$ cat src/rtl/i2c_sub_reg_ctrl_if.sv
// Byte-event and register-bus signals between the I2C subordinate byte layer,
// the register-access controller and the on-chip register bus.
// The master modport is the controller's view; the slave modport is the view
// of everything around it (byte engine plus register target).
interface i2c_sub_reg_ctrl_if #(
    parameter int AW = 8
);
    logic          ev_start;
    logic          ev_stop;
    logic          ev_addr;
    logic          ev_rw;
    logic          ev_rx;
    logic [7:0]    rx_byte;
    logic          ev_mack;
    logic          mnack;
    logic [7:0]    tx_byte;
    logic          tx_valid;
    logic          hold_clock_low;
    logic [AW-1:0] reg_addr;
    logic [7:0]    reg_wdata;
    logic          reg_wr;
    logic          reg_rd;
    logic [7:0]    reg_rdata;
    logic          reg_rvalid;
    logic          err_timeout;

    modport master (
        input  ev_start, ev_stop, ev_addr, ev_rw, ev_rx, rx_byte,
        input  ev_mack, mnack, reg_rdata, reg_rvalid,
        output tx_byte, tx_valid, hold_clock_low,
        output reg_addr, reg_wdata, reg_wr, reg_rd, err_timeout
    );

    modport slave (
        output ev_start, ev_stop, ev_addr, ev_rw, ev_rx, rx_byte,
        output ev_mack, mnack, reg_rdata, reg_rvalid,
        input  tx_byte, tx_valid, hold_clock_low,
        input  reg_addr, reg_wdata, reg_wr, reg_rd, err_timeout
    );
endinterface

$ cat src/rtl/i2c_sub_reg_ctrl.sv
// Register-access controller behind the I2C subordinate byte engine.
// Keeps the register pointer, turns received bytes into register writes and
// fetches read bytes, stretching SCL while a read return is outstanding.
// A read that times out returns 0xFF and leaves its late return to be dropped.
module i2c_sub_reg_ctrl #(
    parameter int AW          = 8,
    parameter int STRETCH_MAX = 255
) (
    input logic             clk,
    input logic             rst,
    i2c_sub_reg_ctrl_if.master bus
);
    localparam int CW = $clog2(STRETCH_MAX + 1);

    typedef enum logic [2:0] {
        IDLE,
        W_PTR,
        W_DATA,
        R_FETCH,
        R_SEND
    } state_t;

    state_t        state_q;
    logic [AW-1:0] ptr_q;
    logic          pend_drop_q;
    logic [CW-1:0] cnt_q;
    logic [7:0]    tx_byte_q;
    logic          tx_valid_q;
    logic          hold_q;
    logic [AW-1:0] reg_addr_q;
    logic [7:0]    reg_wdata_q;
    logic          reg_wr_q;
    logic          reg_rd_q;
    logic          err_q;

    logic [AW-1:0] ptr_inc_d;
    logic          fresh_rvalid_d;
    logic          timeout_d;
    logic          do_write_d;
    logic          do_fetch_d;

    assign ptr_inc_d      = ptr_q + AW'(1);
    // A return that arrives while a drop is pending belongs to an aborted read.
    assign fresh_rvalid_d = bus.reg_rvalid & ~pend_drop_q;
    assign timeout_d      = (cnt_q == CW'(STRETCH_MAX - 1));

    // A byte received in the data phase is written even when STOP lands on the
    // same cycle; a START or address match on that cycle takes precedence.
    assign do_write_d = bus.ev_rx && (state_q == W_DATA) &&
                        (bus.ev_stop || (!bus.ev_start && !bus.ev_addr));

    // Read fetch is launched by a read address match or a master ACK.
    assign do_fetch_d = !bus.ev_stop && !bus.ev_start &&
                        ((bus.ev_addr && bus.ev_rw && (state_q == IDLE)) ||
                         (!bus.ev_addr && (state_q == R_SEND) && bus.ev_mack && !bus.mnack));

    // Controller FSM with registered bus-side and byte-side outputs.
    always_ff @(posedge clk or negedge rst) begin
        if (!rst) begin
            state_q     <= IDLE;
            ptr_q       <= '0;
            pend_drop_q <= 1'b0;
            cnt_q       <= '0;
            tx_byte_q   <= 8'h00;
            tx_valid_q  <= 1'b0;
            hold_q      <= 1'b0;
            reg_addr_q  <= '0;
            reg_wdata_q <= 8'h00;
            reg_wr_q    <= 1'b0;
            reg_rd_q    <= 1'b0;
            err_q       <= 1'b0;
        end else begin
            reg_wr_q <= 1'b0;
            reg_rd_q <= 1'b0;

            if (bus.reg_rvalid && pend_drop_q) begin
                pend_drop_q <= 1'b0;
            end

            if (bus.ev_stop || bus.ev_start) begin
                state_q    <= IDLE;
                hold_q     <= 1'b0;
                tx_valid_q <= 1'b0;
                if (bus.ev_start) begin
                    err_q <= 1'b0;
                end
                // Aborting a fetch leaves its return in flight unless it lands now.
                if (state_q == R_FETCH) begin
                    pend_drop_q <= pend_drop_q | ~bus.reg_rvalid;
                end
            end else if (bus.ev_addr) begin
                if ((state_q == IDLE) && !bus.ev_rw) begin
                    state_q <= W_PTR;
                end
            end else begin
                unique case (state_q)
                    W_PTR: begin
                        if (bus.ev_rx) begin
                            ptr_q   <= AW'(bus.rx_byte);
                            state_q <= W_DATA;
                        end
                    end
                    R_FETCH: begin
                        if (fresh_rvalid_d) begin
                            tx_byte_q  <= bus.reg_rdata;
                            tx_valid_q <= 1'b1;
                            hold_q     <= 1'b0;
                            ptr_q      <= ptr_inc_d;
                            state_q    <= R_SEND;
                        end else if (timeout_d) begin
                            tx_byte_q   <= 8'hFF;
                            tx_valid_q  <= 1'b1;
                            hold_q      <= 1'b0;
                            err_q       <= 1'b1;
                            ptr_q       <= ptr_inc_d;
                            pend_drop_q <= 1'b1;
                            state_q     <= R_SEND;
                        end else begin
                            cnt_q <= cnt_q + CW'(1);
                        end
                    end
                    R_SEND: begin
                        if (bus.ev_mack && bus.mnack) begin
                            tx_valid_q <= 1'b0;
                            state_q    <= IDLE;
                        end
                    end
                    default: ;
                endcase
            end

            if (do_write_d) begin
                reg_wr_q    <= 1'b1;
                reg_addr_q  <= ptr_q;
                reg_wdata_q <= bus.rx_byte;
                ptr_q       <= ptr_inc_d;
            end

            if (do_fetch_d) begin
                reg_rd_q   <= 1'b1;
                reg_addr_q <= ptr_q;
                hold_q     <= 1'b1;
                tx_valid_q <= 1'b0;
                cnt_q      <= '0;
                state_q    <= R_FETCH;
            end
        end
    end

    assign bus.tx_byte        = tx_byte_q;
    assign bus.tx_valid       = tx_valid_q;
    assign bus.hold_clock_low = hold_q;
    assign bus.reg_addr       = reg_addr_q;
    assign bus.reg_wdata      = reg_wdata_q;
    assign bus.reg_wr         = reg_wr_q;
    assign bus.reg_rd         = reg_rd_q;
    assign bus.err_timeout    = err_q;
endmodule

$ cat src/flat_wrapper.sv
// flat-port wrapper written by rule: the top's interface ports become plain ports
module i2c_sub_reg_ctrl_flat 
#(
    parameter int AW          = 8,
    parameter int STRETCH_MAX = 255
)
  (clk, rst, bus_ev_start, bus_ev_stop, bus_ev_addr, bus_ev_rw, bus_ev_rx, bus_rx_byte, bus_ev_mack, bus_mnack, bus_reg_rdata, bus_reg_rvalid, bus_tx_byte, bus_tx_valid, bus_hold_clock_low, bus_reg_addr, bus_reg_wdata, bus_reg_wr, bus_reg_rd, bus_err_timeout);
  i2c_sub_reg_ctrl_if #(.AW(AW)) bus_i ();
  input logic clk;
  input logic rst;
  input wire logic [$bits(bus_i.ev_start)-1:0] bus_ev_start;
  input wire logic [$bits(bus_i.ev_stop)-1:0] bus_ev_stop;
  input wire logic [$bits(bus_i.ev_addr)-1:0] bus_ev_addr;
  input wire logic [$bits(bus_i.ev_rw)-1:0] bus_ev_rw;
  input wire logic [$bits(bus_i.ev_rx)-1:0] bus_ev_rx;
  input wire logic [$bits(bus_i.rx_byte)-1:0] bus_rx_byte;
  input wire logic [$bits(bus_i.ev_mack)-1:0] bus_ev_mack;
  input wire logic [$bits(bus_i.mnack)-1:0] bus_mnack;
  input wire logic [$bits(bus_i.reg_rdata)-1:0] bus_reg_rdata;
  input wire logic [$bits(bus_i.reg_rvalid)-1:0] bus_reg_rvalid;
  output wire logic [$bits(bus_i.tx_byte)-1:0] bus_tx_byte;
  output wire logic [$bits(bus_i.tx_valid)-1:0] bus_tx_valid;
  output wire logic [$bits(bus_i.hold_clock_low)-1:0] bus_hold_clock_low;
  output wire logic [$bits(bus_i.reg_addr)-1:0] bus_reg_addr;
  output wire logic [$bits(bus_i.reg_wdata)-1:0] bus_reg_wdata;
  output wire logic [$bits(bus_i.reg_wr)-1:0] bus_reg_wr;
  output wire logic [$bits(bus_i.reg_rd)-1:0] bus_reg_rd;
  output wire logic [$bits(bus_i.err_timeout)-1:0] bus_err_timeout;
  assign bus_i.ev_start = bus_ev_start;
  assign bus_i.ev_stop = bus_ev_stop;
  assign bus_i.ev_addr = bus_ev_addr;
  assign bus_i.ev_rw = bus_ev_rw;
  assign bus_i.ev_rx = bus_ev_rx;
  assign bus_i.rx_byte = bus_rx_byte;
  assign bus_i.ev_mack = bus_ev_mack;
  assign bus_i.mnack = bus_mnack;
  assign bus_i.reg_rdata = bus_reg_rdata;
  assign bus_i.reg_rvalid = bus_reg_rvalid;
  assign bus_tx_byte = bus_i.tx_byte;
  assign bus_tx_valid = bus_i.tx_valid;
  assign bus_hold_clock_low = bus_i.hold_clock_low;
  assign bus_reg_addr = bus_i.reg_addr;
  assign bus_reg_wdata = bus_i.reg_wdata;
  assign bus_reg_wr = bus_i.reg_wr;
  assign bus_reg_rd = bus_i.reg_rd;
  assign bus_err_timeout = bus_i.err_timeout;
  i2c_sub_reg_ctrl #(.AW(AW), .STRETCH_MAX(STRETCH_MAX)) u_core (.clk(clk), .rst(rst), .bus(bus_i));
endmodule
$ cat config.mk
export PLATFORM = sky130hd
export DESIGN_NAME = i2c_sub_reg_ctrl_flat
export DESIGN_NICKNAME = d
export VERILOG_FILES = /design/src/rtl/i2c_sub_reg_ctrl_if.sv /design/src/rtl/i2c_sub_reg_ctrl.sv /design/src/flat_wrapper.sv
export SDC_FILE = /design/constraint.sdc
export NUM_CORES = 1
export LEC_CHECK = 0
export CORE_ASPECT_RATIO = 1.5
export CORE_UTILIZATION = 45
export CTS_CLUSTER_DIAMETER = 200
export DETAILED_ROUTE_END_ITERATION = 6
export PLACE_DENSITY = 0.74
export SYNTH_ARGS = -nofsm -noshare
export SYNTH_HDL_FRONTEND = slang
export SYNTH_SLANG_ARGS = --single-unit
$ cat constraint.sdc
create_clock -name clk -period 2 [get_ports clk]
set_input_delay 0.4 -clock clk [delete_from_list [all_inputs] [get_ports clk]]
set_output_delay 0.4 -clock clk [all_outputs]
set_load 0.01 [all_outputs]
* After elaboration in Yosys (flattened, before gate mapping)
Index checks and enable logic that the tools add are counted.
** Operators by class
- $add $sub $neg :: 2
- $mul :: 0
- Div/mod/pow operators :: 0
- Order comparisons :: 0
- Equal/unequal tests :: 23
- Shift-type cells :: 0
- Multiplexer cells :: 53
- Bitwise gates (word level) :: 6
- Reduce and logical (&&, ||, !) cells :: 39
** Operators by type and width (count)
- 8-bit 2-to-1 mux :: 16
- 1-bit 2-to-1 mux :: 26
- 3-bit 2-to-1 mux :: 8
- 5-bit AND reduction :: 4
- 8-bit by 1-bit adder with 8-bit output (second input constant) :: 2
- 8-bit one-hot mux with 2 select lines :: 1
- 1-bit logical AND :: 13
- 2-bit by 1-bit inequality test with 1-bit output (second input constant) :: 5
- 2-bit nonzero test :: 5
- 3-bit one-hot mux with 3 select lines :: 1
- 8-bit equality test (second input constant) :: 1
- 2-bit inequality test (second input constant) :: 4
- 4-bit by 1-bit inequality test with 1-bit output (second input constant) :: 2
- 4-bit AND reduction :: 2
- 4-bit nonzero test :: 2
- 3-bit by 2-bit equality test with 1-bit output (second input constant) :: 2
- 6-bit by 2-bit inequality test with 1-bit output (second input constant) :: 1
- 3-bit nonzero test :: 2
- 6-bit nonzero test :: 1
- 1-bit zero test :: 5
- 5-bit by 1-bit inequality test with 1-bit output (second input constant) :: 1
- 5-bit by 3-bit inequality test with 1-bit output (second input constant) :: 1
- 5-bit by 4-bit inequality test with 1-bit output (second input constant) :: 1
- 4-bit by 3-bit inequality test with 1-bit output (second input constant) :: 1
- 11 further kinds :: 16
** Word-level totals
- Flip-flop bits (word level) :: 49
- Bits in latches :: 0
- RAM bits :: 0
- Bits in read-only memories :: 0
- Bits of input ports :: 26
- Output and inout bits :: 29
- Word-level logic and storage cells :: 135
- Memories kept :: 0

* Longest topological paths before layout
- Depth in word-level cells :: 8
- Depth in mapped cells :: 8
- Gate-level depth less buffers :: 7

* Least setup slack after synthesis
OpenSTA, ideal clock, no wires.
- Path kind :: in2reg
- Start point :: input bus_ev_addr
- End point :: register u_core.ptr_q[5]
- Setup time :: 124 ps
- Arrival time :: 1785 ps
- Required time :: 1876 ps
- Path slack :: 91 ps
- Cell stages on the path :: 6
- Buffers on the path :: 1
- Path through :: buf_6 or3_4 or3_4 o21ai_4 a21oi_1 o31a_1
** On the way
- Longest elaborated chain between the ends :: 6
- Elaborated cells on any way between the ends :: 11
- Classes of those cells :: 4 x eq/ne; 1 x mux; 6 x reduce/logical
** RTL lines
- start: declaration :: RTL line flat_wrapper.sv:13 : input wire logic [$bits(bus_i.ev_addr)-1:0] bus_ev_addr;
- 1-bit zero test :: RTL line i2c_sub_reg_ctrl.sv:50 : (bus.ev_stop || (!bus.ev_start && !bus.ev_addr));
- 1-bit logical AND :: RTL line i2c_sub_reg_ctrl.sv:50
- 1-bit logical OR :: RTL line i2c_sub_reg_ctrl.sv:50
- 1-bit logical AND :: RTL line i2c_sub_reg_ctrl.sv:49 : assign do_write_d = bus.ev_rx && (state_q == W_DATA) &&
- 4-bit by 1-bit inequality test with 1-bit output (no line) (tied with other cells)
- 5-bit AND reduction (no line)
- end signal: assignment :: RTL line i2c_sub_reg_ctrl.sv:99 : ptr_q <= AW'(bus.rx_byte);
- end signal: assignment :: RTL line i2c_sub_reg_ctrl.sv:108 : ptr_q <= ptr_inc_d;
- end signal: assignment :: RTL line i2c_sub_reg_ctrl.sv:115 : ptr_q <= ptr_inc_d;
- end: declaration :: RTL line i2c_sub_reg_ctrl.sv:24 : logic [AW-1:0] ptr_q;
Parallel ways exist; a longest one is shown, timed or not.
A chain may end at the register's enable or synchronous reset.

* Final worst setup path
- Start point :: input bus_mnack
- End point :: register u_core.reg_addr_q[0], in the netlist u_core.bus.reg_addr[0]
** On the way
- Longest elaborated chain between the ends :: 5
- Elaborated cells on any way between the ends :: 6
- Classes of those cells :: 1 x mux; 5 x reduce/logical
** RTL lines
- start: declaration :: RTL line flat_wrapper.sv:18 : input wire logic [$bits(bus_i.mnack)-1:0] bus_mnack;
- 1-bit zero test (*) :: RTL line i2c_sub_reg_ctrl.sv:55 : (!bus.ev_addr && (state_q == R_SEND) && bus.ev_mack && !bus.mnack));
- 1-bit logical AND (*) :: RTL line i2c_sub_reg_ctrl.sv:55
- 1-bit logical OR (*) :: RTL line i2c_sub_reg_ctrl.sv:54 : ((bus.ev_addr && bus.ev_rw && (state_q == IDLE)) ||
- 1-bit logical AND (*) :: RTL line i2c_sub_reg_ctrl.sv:53 : assign do_fetch_d = !bus.ev_stop && !bus.ev_start &&
- 8-bit 2-to-1 mux / 2-bit nonzero test (equally long branches)
- end signal: assignment :: RTL line i2c_sub_reg_ctrl.sv:134 : reg_addr_q <= ptr_q;
- end signal: assignment :: RTL line i2c_sub_reg_ctrl.sv:141 : reg_addr_q <= ptr_q;
- end: declaration :: RTL line i2c_sub_reg_ctrl.sv:30 : logic [AW-1:0] reg_addr_q;
Every way passes the cells marked *; elsewhere a longest branch is shown, timed or not.

==> results.json <==
{
  "drive_above_1_share_pct": 21.05,
  "numCtsBuffers": 5,
  "routed-via-count": 2212,
  "cp-start-kind": "input pin",
  "crit_type": "input pin to register",
  "p_comb_share_pct": 34.3,
  "via_per_inst": 5.395,
  "synth-edff-count": 0,
  "synth_top_area_share_pct": 49.72,
  "first_pass_iters": 4,
  "io_buffers": 54,
  "dieArea_um2": 5786,
  "p_int_uw": 2165,
  "core_area_um2": 5205,
  "wl_per_cell_um": 14.69,
  "mostFrequentLayoutCells": "clkdlybuf4s50_1 (50), dfrtp_1 (49), nor2_1 (37)",
  "p_switching_uw": 967.0,
  "drc": 0,
  "cp_top_family": "buffers and inverters",
  "final_nets": 371,
  "n_antenna_cell": 0,
  "final_common_cell": "clkdlybuf4s50_1",
  "cts_hold_buf": 0,
  "crit_chain": "clkdlybuf4s50_1, nand4bb_4, a2111oi_4, inv_2, nand2_4, mux2_2",
  "ctsRootBufferMaster": "clkbuf_8",
  "clkLatencyLatePin_ns": 0.30,
  "area_growth_pct": 41.30,
  "antenna_found_initial": 0,
  "period_needed_ns": 1.937,
  "pre_cts_ws_ns": -0.3551,
  "pwr-share-seq_pct": 46.7,
  "tns_ns": 0,
  "synth_flop_cell": "dfrtp_1",
  "crit_fanout": 8,
  "fillCellCount": 436,
  "syn_inst": 253,
  "vdd_drop_max_v": 0.0005516,
  "h-tree-depth": 2,
  "arrival_ns": 2.12,
  "hold_viol": 0,
  "clk_pin_slew_ns": 0.09,
  "drv_slew": 0,
  "setup_viol": 0,
  "fp.dieH_um": 92.67,
  "hpwl_um": 4618,
  "p_leak_uw": 0.001558,
  "grt_max_degree": 30,
  "holdWs_ns": 0.04678,
  "drt-total-wl_um": 6021,
  "start_util_pct": 47.38,
  "end_kind": "register",
  "tightestPinTransition_ns": 0.4917,
  "p_per_area_nw_per_um2": 898.9,
  "setup_slack_ns": 0.06264,
  "placementRows": 32,
  "outcome": "completed",
  "globalplace.congestion": 0.9257,
  "worst_clock_skew_ns": 0.005751,
  "io_pins": 55,
  "path_buf_inv": 2,
  "drtAntennaViolNets": 0,
  "yosysWarnings": 0,
  "syn_area_per_cell_um2": 9.747,
  "synth_top_area_cell": "dfrtp_1",
  "grt_usage_pct": 21.94,
  "drt-initial-drc-count": 58,
  "slew_headroom_pct": 67.22,
  "clock_sinks": 49,
  "synth_seq_cells": 49,
  "grt_pass1_wl_um": 9977,
  "cts_tree": "yes",
  "synth_area_um2": 2466,
  "clockPowerShare_pct": 19.0,
  "grt_pass1_vias": 2221,
  "max_stage_delay_ns": 0.44,
  "sw_frac_of_total_pct": 30.87,
  "max_freq_mhz": 516.2,
  "hold_class": "input pin to asynchronous set/reset pin",
  "die_w_um": 62.45,
  "cp_slowest_cell": "clkdlybuf4s50_1",
  "ys_types": 49,
  "syn_nets": 282,
  "clock_path_buffers": 2,
  "seq_area_frac_synth_pct": 49.72,
  "grt_overflow": 0,
  "async_reset_ff_share_pct": 100.0,
  "ys_top_cells_by_area": "dfrtp_1 (50%), nor2_1 (5.6%), nand2_1 (5.3%)",
  "post-route-period-util_pct": 96.87,
  "required_ns": 2.19,
  "cap_viol_max_count": 0
}
-- per-stage QoR --
step | power, µW | cell area (µm²) | instances | utilization [%]
finish | 3132 | 3485 | 410 | 66.95
global route | 3320 | 3485 | 410 | 66.95
CTS | 3149 | 3406 | 407 | 65.43
detailed placement | 2553 | 3307 | 400 | 63.53
global placement | 2530 | 3307 | 400 | 63.53
floorplan | 1934 | 2466 | 253 | -
-- Yosys cell counts, types with 2 or more instances --
master      n
dfrtp_1    49
nor2_1     37
nand2_1    35
nor3_1     19
a21oi_1    10
mux2_2     10
nand4_1     7
o21ai_0     7
inv_1       6
and3_1      5
nand3_1     5
clkbuf_1    4
o211ai_1    4
xnor2_1     4
xor2_1      4
a22oi_1     3
ha_1        3
nand2b_1    3
a2111oi_4   2
and4_1      2
nand3b_1    2
o22a_1      2
o311a_1     2
o32ai_1     2
or3_4       2
-- power groups by stage --
stage                     registers [µW]  logic [µW]  clock network (µW)
final                               1460        1070                 596
after global placement              1480        1050                   0
after global routing                1500        1170                 652
after CTS                           1460        1070                 614
after floorplan                     1520         410                   0
after detailed placement            1480        1070                   0
-- path summary, 6_finish.rpt --
kind,startpoint,end,depth (start not counted),slack (ns)
min in group clk,bus_ev_start,u_core.bus.err_timeout,2,0.47
worst max-delay path,bus_mnack,u_core.bus.reg_addr[0],6,0.06
worst min-delay path,rst,u_core.bus.reg_wr,1,0.05
max in group asynchronous,rst,u_core.cnt_q[4],2,1.43
worst min register to register,u_core.bus.reg_wdata[2],u_core.bus.reg_wdata[2],2,0.48
worst max register to register,u_core.cnt_q[0],u_core.ptr_q[5],8,0.11
-- area by class of cell --
type,instances,area (µm²),area share [%]
multi-input cells,189,1211,34.76
well taps,68,85.08,2.442
clock inverters,1,7.507,0.2154
clock buffers,6,82.58,2.370
inverters,6,22.52,0.6463
flip-flops and latches,49,1226,35.19
repair buffers,91,849.6,24.38
-- state kept, by name (all words and copies together), names as in the netlist --
| signal | flops |
|---|---|
| u_core.bus.reg_addr | 8 |
| u_core.state_q | 3 |
| u_core.bus.tx_valid | 1 |
| u_core.bus.err_timeout | 1 |
| u_core.bus.reg_wr | 1 |
| u_core.bus.reg_wdata | 8 |
| u_core.ptr_q | 8 |
| u_core.pend_drop_q | 1 |
| u_core.bus.tx_byte | 8 |
| u_core.cnt_q | 8 |
| u_core.bus.reg_rd | 1 |
| u_core.bus.hold_clock_low | 1 |
-- per-layer routing --
metal	track usage (%)	share of wire (%)	vias up
met2	40.49	54	57
met5	0	0	-
li1	-	-	1070
met3	3.202	3.2	21
met4	9.884	3.1	0
met1	24.52	40	1064
-- repair_timing --
action	CTS	global route
cloned	0	0
buffers inserted	0	3
gates resized for setup	3	9
pin swaps	1	2
endpoints found under the setup margin	10	19
hold endpoints to repair	0	0
-- cells by family after synthesis --
family	synth area share (%)
buf+inv	2.840
xor+xnor	2.841
compound gates	13.70
fa+ha+maj	1.522
flops	49.72
mux	4.566
simple gates	24.81
(Power assumes the default switching activity.)
